**config.mk**
```make
export PLATFORM = sky130hd
export DESIGN_NAME = aes_inv_key_sched
export DESIGN_NICKNAME = d
export VERILOG_FILES = /design/src/rtl/aes_inv_key_sched.sv
export SDC_FILE = /design/constraint.sdc
export NUM_CORES = 2
export LEC_CHECK = 0
export CORE_MARGIN = 2
export CORE_UTILIZATION = 45
export DETAILED_ROUTE_END_ITERATION = 6
export REMOVE_ABC_BUFFERS = 1
export SLEW_MARGIN = 5
export SYNTH_ARGS = -nofsm -noshare
export SYNTH_HDL_FRONTEND = slang
export SYNTH_SLANG_ARGS = --single-unit
```
**constraint.sdc**
```tcl
create_clock -name clk -period 25 [get_ports clk]
set_input_delay 3.75 -clock clk [delete_from_list [all_inputs] [get_ports clk]]
set_output_delay 3.75 -clock clk [all_outputs]
set_load 0.01 [all_outputs]
```
**src/rtl/aes_inv_key_sched.sv**
```systemverilog
// aes_inv_key_sched: streams AES-128 round keys 10 down to 0 over valid/ready.
// Define AES_INV_KS_FWD_EN to accept the cipher key and forward-expand it first.
module aes_inv_key_sched (
  input  logic         clk,
  input  logic         rst_n,
  input  logic         start,
  input  logic [127:0] key_in,
  input  logic         rkey_ready,
  output logic         rkey_valid,
  output logic [127:0] rkey,
  output logic [3:0]   rkey_round,
  output logic         busy,
  output logic         done
);
  typedef enum logic [1:0] {IDLE, EMIT, EXPAND} state_t;
  state_t state, state_d;
  logic [127:0] key_reg, inv_key;
  logic [3:0]   round;
  logic [31:0]  p3;
  function automatic logic [7:0] xtime(input logic [7:0] a);
    return {a[6:0], 1'b0} ^ (a[7] ? 8'h1b : 8'h00);
  endfunction
  function automatic logic [7:0] gmul(input logic [7:0] a, input logic [7:0] b);
    logic [7:0] p, x;
    p = 8'h00;
    x = a;
    for (int k = 0; k < 8; k++) begin
      p = b[k] ? p ^ x : p;
      x = xtime(x);
    end
    return p;
  endfunction
  // S-box as GF(2^8) inverse (x^254, with 0 -> 0) followed by the affine map
  function automatic logic [7:0] sbox(input logic [7:0] x);
    logic [7:0] r, s, b;
    r = 8'h01;
    s = x;
    for (int k = 1; k < 8; k++) begin
      s = gmul(s, s);
      r = gmul(r, s);
    end
    b = (x == 8'h00) ? 8'h00 : r;
    return b ^ {b[6:0], b[7]} ^ {b[5:0], b[7:6]} ^ {b[4:0], b[7:5]} ^ {b[3:0], b[7:4]} ^ 8'h63;
  endfunction
  function automatic logic [31:0] sub_rot(input logic [31:0] w);
    return {sbox(w[23:16]), sbox(w[15:8]), sbox(w[7:0]), sbox(w[31:24])};
  endfunction
  function automatic logic [31:0] rcon(input logic [3:0] i);
    logic [7:0] r;
    r = 8'h01;
    for (int k = 1; k < 10; k++)
      r = (4'(k) < i) ? xtime(r) : r;
    return {r, 24'h0};
  endfunction
  assign p3 = key_reg[31:0] ^ key_reg[63:32];
  assign inv_key = {key_reg[127:96] ^ sub_rot(p3) ^ rcon(round),
                    key_reg[127:96] ^ key_reg[95:64],
                    key_reg[95:64] ^ key_reg[63:32],
                    p3};
`ifdef AES_INV_KS_FWD_EN
  logic [127:0] fwd_key;
  logic [31:0]  n0, n1, n2;
  assign n0 = key_reg[127:96] ^ sub_rot(key_reg[31:0]) ^ rcon(round + 4'd1);
  assign n1 = n0 ^ key_reg[95:64];
  assign n2 = n1 ^ key_reg[63:32];
  assign fwd_key = {n0, n1, n2, n2 ^ key_reg[31:0]};
`endif
  always_ff @(posedge clk)
    if (!rst_n) state <= IDLE;
    else state <= state_d;
  always_comb begin
    state_d = state;
    case (state)
`ifdef AES_INV_KS_FWD_EN
      IDLE:    state_d = start ? EXPAND : IDLE;
      EXPAND:  state_d = (round == 4'd9) ? EMIT : EXPAND;
`else
      IDLE:    state_d = start ? EMIT : IDLE;
`endif
      EMIT:    state_d = (rkey_ready && round == 4'd0) ? IDLE : EMIT;
      default: state_d = IDLE;
    endcase
  end
  always_ff @(posedge clk)
    if (!rst_n) begin
      key_reg <= '0;
      round   <= '0;
      done    <= 1'b0;
    end else begin
      done <= state == EMIT && rkey_ready && round == 4'd0;
      if (state == IDLE && start) begin
        key_reg <= key_in;
`ifdef AES_INV_KS_FWD_EN
        round   <= 4'd0;
      end else if (state == EXPAND) begin
        key_reg <= fwd_key;
        round   <= round + 4'd1;
`else
        round   <= 4'd10;
`endif
      end else if (state == EMIT && rkey_ready && round != 4'd0) begin
        key_reg <= inv_key;
        round   <= round - 4'd1;
      end
    end
  always_comb begin
    rkey_valid = state == EMIT;
    busy       = state != IDLE;
    rkey       = key_reg;
    rkey_round = round;
  end
endmodule

```
## Yosys cells after proc, flatten, opt, wreduce, memory -nomap -nowiden

Cells that the tools add are included.

- Add/sub/neg operators: 1
- Magnitude comparators: 9
- Eq/ne operators: 1
- Multiplexer cells: 840
- Bitwise operators: 790
- Reductions and logical operators: 15

Operators by type and width:

| cell | number |
|---|---|
| 8-bit 2-to-1 mux | 429 |
| 8-bit bitwise XOR | 382 |
| 8-bit by 5-bit bitwise XOR with 8-bit output | 367 |
| 5-bit 2-to-1 mux | 377 |
| 128-bit 2-to-1 mux | 2 |
| 32-bit bitwise XOR | 5 |
| 7-bit 2-to-1 mux | 5 |
| 8-bit logical NOT | 4 |
| 6-bit 2-to-1 mux | 5 |
| 1-bit NOT (first input constant) | 28 |
| 4-bit 2-to-1 mux | 6 |
| 3-bit by 4-bit < comparator with 1-bit output (first input constant) | 4 |
| 4-bit NOT | 4 |
| 3-bit 2-to-1 mux | 4 |
| 2-bit 2-to-1 mux | 5 |
| 2-bit by 4-bit < comparator with 1-bit output (first input constant) | 2 |
| 4-bit < comparator (first input constant) | 2 |
| 7-bit by 5-bit bitwise XOR with 7-bit output | 1 |
| 1-bit 2-to-1 mux | 6 |
| 6-bit by 5-bit bitwise XOR with 6-bit output | 1 |
| 1-bit logical AND | 5 |
| 3-bit by 5-bit bitwise XOR with 5-bit output | 1 |
| 4-bit logical NOT | 1 |
| 1-bit by 4-bit < comparator with 1-bit output (first input constant) | 1 |
| 8 further kinds | 9 |

- Register bits after elaboration: 135
- Bits of input ports: 132
- Output and inout bits: 135
- Logic and storage cells: 1661

## Longest topological paths before layout

- Depth in word-level cells: 138
- Mapped depth: 74
- Gate-level depth less buffers: 63

## Worst setup path before layout

No wires, ideal clock.

- Kind: flip-flop to flip-flop
- From: reg key_reg[55] (netlist: rkey[55])
- To: reg key_reg[121] (netlist: rkey[121])
- Setup time: 132 ps
- Arrival: 16352 ps
- Data required time: 24868 ps
- Setup slack: 8516 ps
- Stages on the path, launching flop included: 72
- Path buffers: 11
- Clock period less this slack: 16484 ps
- Cells stage by stage: dfxtp_1 > xor2_2 > buf_2 > ha_1 > nand2_1 > xnor2_1 > inv_2 > clkbuf_1 > clkbuf_1 > ha_1 > clkbuf_1 > nand2_1 > xor2_1 > xnor2_1 > inv_1 > buf_2 > buf_1 > ha_1 > [36 not listed] > and3_1 > o31ai_2 > mux2_2 > mux2_2 > a221oi_2 > xnor2_1 > a21oi_1 > xnor2_1 > clkbuf_1 > nor3b_1 > a211oi_2 > xor3_1 > and2b_1 > xnor3_1 > xor2_1 > nor2_1 > xnor2_1 > a21oi_1

- Cells in the longest elaborated chain, start to end: 135
- Elaborated cells on any way between the ends: 393
- Classes of those cells: mux (202); bitwise (190); reduce/logical (1)

RTL lines:

| element | line | source |
|---|---|---|
| start: declaration | 17 | `logic [127:0] key_reg, inv_key;` |
| start signal: assignment | 92 | `key_reg <= key_in;` |
| start signal: assignment | 102 | `key_reg <= inv_key;` |
| 32-bit bitwise XOR (*) | 55 | `assign p3 = key_reg[31:0] ^ key_reg[63:32];` |
| 5-bit 2-to-1 mux / 8-bit 2-to-1 mux (equally long branches) | 21, 28 |  |
| 8-bit by 5-bit bitwise XOR with 8-bit output / 8-bit bitwise XOR (equally long branches) | 21, 28 |  |
| 8-bit bitwise XOR / 8-bit 2-to-1 mux (equally long branches) | 28 | `p = b[k] ? p ^ x : p;` |
| 8-bit 2-to-1 mux / 8-bit bitwise XOR (equally long branches) | 28 |  |
| 8-bit bitwise XOR / 8-bit 2-to-1 mux (equally long branches) | 28 |  |
| 8-bit 2-to-1 mux / 8-bit bitwise XOR (equally long branches) | 28 |  |
| 8-bit bitwise XOR / 8-bit 2-to-1 mux (equally long branches) | 28 |  |
| [116 not listed] | -- |  |
| 8-bit 2-to-1 mux | 28 |  |
| 8-bit 2-to-1 mux (*) | 42 | `b = (x == 8'h00) ? 8'h00 : r;` |
| 8-bit bitwise XOR (3 in a row) | 43 | `return b ^ {b[6:0], b[7]} ^ {b[5:0], b[7:6]} ^ {b[4:0], b[7:5]} ^ {b[3:0], b[7:4]} ^ 8'h63;` |
| 8-bit bitwise XOR (*) | 43 |  |
| 4-bit NOT (no source line) (*) | -- |  |
| 32-bit bitwise XOR (*) (2 in a row) | 56 | `assign inv_key = {key_reg[127:96] ^ sub_rot(p3) ^ rcon(round),` |
| 128-bit 2-to-1 mux (*) | 101 | `end else if (state == EMIT && rkey_ready && round != 4'd0) begin` |
| 128-bit 2-to-1 mux (*) | 91 | `if (state == IDLE && start) begin` |

Mark *: on every way between the ends. The rest lies on a longest branch, timed or not. The select of a mux whose other input is x is not followed.
A chain may end at the register's enable or synchronous reset.

## Final worst setup path

- From: reg key_reg[55] (netlist: rkey[55])
- To: reg key_reg[122] (netlist: rkey[122])

- Cells in the longest elaborated chain, start to end: 134
- Elaborated cells on any way between the ends: 392
- Classes of those cells: mux (202); bitwise (189); reduce/logical (1)

RTL lines:

| element | line |
|---|---|
| 32-bit bitwise XOR (*) | 55 |
| 5-bit 2-to-1 mux / 8-bit 2-to-1 mux (equally long branches) | 21, 28 |
| 8-bit by 5-bit bitwise XOR with 8-bit output / 8-bit bitwise XOR (equally long branches) | 21, 28 |
| 8-bit bitwise XOR / 8-bit 2-to-1 mux (equally long branches) | 28 |
| 8-bit 2-to-1 mux / 8-bit bitwise XOR (equally long branches) | 28 |
| 8-bit bitwise XOR / 8-bit 2-to-1 mux (equally long branches) | 28 |
| 8-bit 2-to-1 mux / 8-bit bitwise XOR (equally long branches) | 28 |
| 8-bit bitwise XOR / 8-bit 2-to-1 mux (equally long branches) | 28 |
| [115 not listed] | -- |
| 8-bit bitwise XOR | 28 |
| 8-bit 2-to-1 mux | 28 |
| 8-bit 2-to-1 mux (*) | 42 |
| 8-bit bitwise XOR (3 in a row) | 43 |
| 8-bit bitwise XOR (*) | 43 |
| 32-bit bitwise XOR (*) (2 in a row) | 56 |
| 128-bit 2-to-1 mux (*) | 101 |
| 128-bit 2-to-1 mux (*) | 91 |

Marked as above.

==> metrics <==
HP Class=flop to flop; Inserted Clock Buffers=17; Synth Area per Inst=7.261 sq um; total core area=135,800 sq um; largest net degree at the start of global routing=87; Fmax=0.05169 GHz; EDFF count, synth=0; first-pass GRT wire length=312,000 um; grt ovf=0; Die Area=140,200 sq um; Critical Path Start=rkey[55]; fin crit share=0.7738; Max H-tree Level=4; GRT Util Overall=0.2692; Final Setup Violations=0; status=complete, but fails checks; Synth warnings=0; HP Start=rkey[119]; # Max-Cap Violations=0; routed len/inst=19.13 um; cts repair resizes=0; die height=374.5 um; post-route minimum period=19,350 ps; row count=135; chip width=374.5 um; Worst Hold Path Cells=2; layout overhead on the synthesized area=8.939%; via count=59,260; Final #Nets=8,659; Crit path arrival time=19,740 ps; Slew @ Worst Pin=1299 ps; DP HPWL=144,500 um; DRT iter0 DRCs=5,586; iteration count of the initial detailed-routing pass=7; reg2reg end=rkey[122]; share of layout cells above drive strength 1=0.07945; failing checks=design-rule violations; post-route ant nets=0; final hold violation count=0; register area share after synthesis=0.04344; clk root buf=clkbuf_16; Yosys reg bits=134; vias in the first global route=55,040; R2R Setup Slk=5650 ps; Initial Utilization=0.4548; Critical path buffers and inverters=5; total wire length=196,800 um; RSZ-0062 raised after global routing=false; GP Congestion=0.9344; IO Port Bufs=266; critical path class=flop to flop; FF-to-FF Start=rkey[55]; CTS tree=built; setup_tns=0 ps; Clk pin slew, worst setup/hold paths=80 ps; CP top delay family=XOR/XNOR gates; Cells after Synth=8,506; critical path fanouts, max=28; CTS Hold Bufs=0; Clock Skews=27.78 ps; Crit path largest cell delay=920 ps; ys async rst share=0; synth unique cells=126; vias per cell=5.759; DR DRC count=3; Slew Limit Fails=0; Hold Path Sink=rkey[119]; CP Capture Type=flop; # Post-CTS Setup Buffers=0; Main synth FF type=dfxtp_1; Antenna Cells=0; Worst setup SP type=flop; initial antenna violation count=4; Clk Latency, worst-skew pair=540 ps; Ports=267; Req. time, crit path=25,390 ps; Post-Syn Area=61,760 sq um; CP max-delay cell=xnor2_1; Slew HR=0.1280; r2r worst-path depth=62; Sink Count=134; clk buf depth=2
-- sequential cells by signal (all words and copies together), names as in the netlist --
signal and cells:
done 1, rkey 128, rkey_round 4, state 1
-- layer usage --
metal / share of wire / wire length [um] / vias up / track usage
met5: 0.000086 / 17 / - / 0
met4: 0.017 / 3333 / 4 / 0.05409
met3: 0.067 / 13120 / 233 / 0.03416
met2: 0.46 / 89870 / 2114 / 0.4403
met1: 0.46 / 90450 / 28150 / 0.3776
li1: - / - / 28760 / -
-- how the worst max path moves through the flow --
| stage | cells past startpoint | endpoint | slack (ps) |
|---|---|---|---|
| 2_1_floorplan | 53 | rkey[122] | 5650 |
| 3_3_place_gp | 62 | rkey[121] | 6550 |
| 3_5_place_dp | 62 | rkey[121] | 6050 |
| 4_1_cts | 62 | rkey[121] | 5950 |
| 5_1_grt | 62 | rkey[121] | 4430 |
| 6_report | 62 | rkey[122] | 5650 |
-- synth_stat cells, types with 43 or more instances --
cell type	instances	area, sq um
nor2_1	1247	4681
nand2b_1	81	506.7
xnor2_2	86	1399
clkbuf_1	379	1423
a21oi_1	427	2137
mux2_2	47	529.3
a211oi_1	71	533.0
o211ai_1	63	473.0
buf_1	47	176.4
dfxtp_1	134	2683
nor3_1	183	915.9
nor2b_1	74	462.9
o21ai_0	386	1932
nand3_1	169	845.8
xor2_1	587	5141
and2_1	70	437.9
a22oi_1	51	382.9
xnor2_1	1759	15410
a31oi_1	60	375.4
mux2i_1	180	1802
nand2_1	991	3720
or3_1	43	269.0
o22ai_1	111	694.4
inv_1	74	277.8
o211a_1	102	1021
buf_2	99	495.5
xnor3_1	227	5112
-- cells in the final DEF, fill, tap and decap left out, types with 18 or more instances in the layout --
master / instances
a211oi_1: 70
a21o_1: 18
a21oi_1: 426
a221oi_1: 21
a22oi_1: 51
a31oi_1: 60
a32oi_1: 34
and2_1: 71
and3_1: 27
buf_4: 263
clkdlybuf4s50_1: 265
dfxtp_1: 134
ha_1: 32
inv_1: 74
inv_2: 20
mux2_2: 47
mux2i_1: 180
nand2_1: 991
nand2b_1: 80
nand3_1: 168
nand4_1: 22
nor2_1: 1247
nor2b_1: 73
nor3_1: 183
o211a_1: 102
o211ai_1: 63
o21ai_0: 386
o21ai_1: 35
o221ai_1: 19
o22ai_1: 111
o31ai_1: 26
or3_1: 43
xnor2_1: 1717
xnor2_2: 128
xnor3_1: 227
xnor3_2: 26
xor2_1: 576
xor2_2: 43
xor3_1: 27
-- layout make-up --
type                       count  area (sq um)
tap                         1781          2228
sequential                   134          2683
multi-input combinational   7708         56730
fill                       13470         68530
inverter                     105         394.1
clock inverter                15         178.9
timing repair buffer         529          4638
clock buffer                  17         425.4
-- stage by stage --
| step | instance area (sq um) | hold WS (ps) | instances | utilization | setup WS (ps) |
|---|---|---|---|---|---|
| finish | 67280 | 580.0 | 10290 | 0.4954 | 5654 |
| global route | 67280 | 622.8 | 10290 | 0.4954 | 4426 |
| CTS | 67280 | 585.9 | 10290 | 0.4954 | 5953 |
| detailed placement | 66670 | 570.7 | 10260 | 0.4910 | 6055 |
| global placement | 66670 | 559.5 | 10260 | 0.4910 | 6553 |
| floorplan | 59360 | 586.6 | 7947 | - | 5650 |
-- worst min-delay path: cells and delay by family, from the launching register on --
family,cells,cell delay (ps)
XOR/XNOR,1,80
flip-flops,1,370
AO/OA/AOI/OAI,1,100
-- cell families after synthesis --
group           synth area share
compound gates            0.1748
flops                    0.04344
xor+xnor                  0.4797
fa+ha+maj               0.006645
mux                      0.03987
buf+inv                  0.04514
simple gates              0.2105
Power is not shown: default switching activity piles up to over one toggle a cycle in this logic, so the estimate is an artifact.
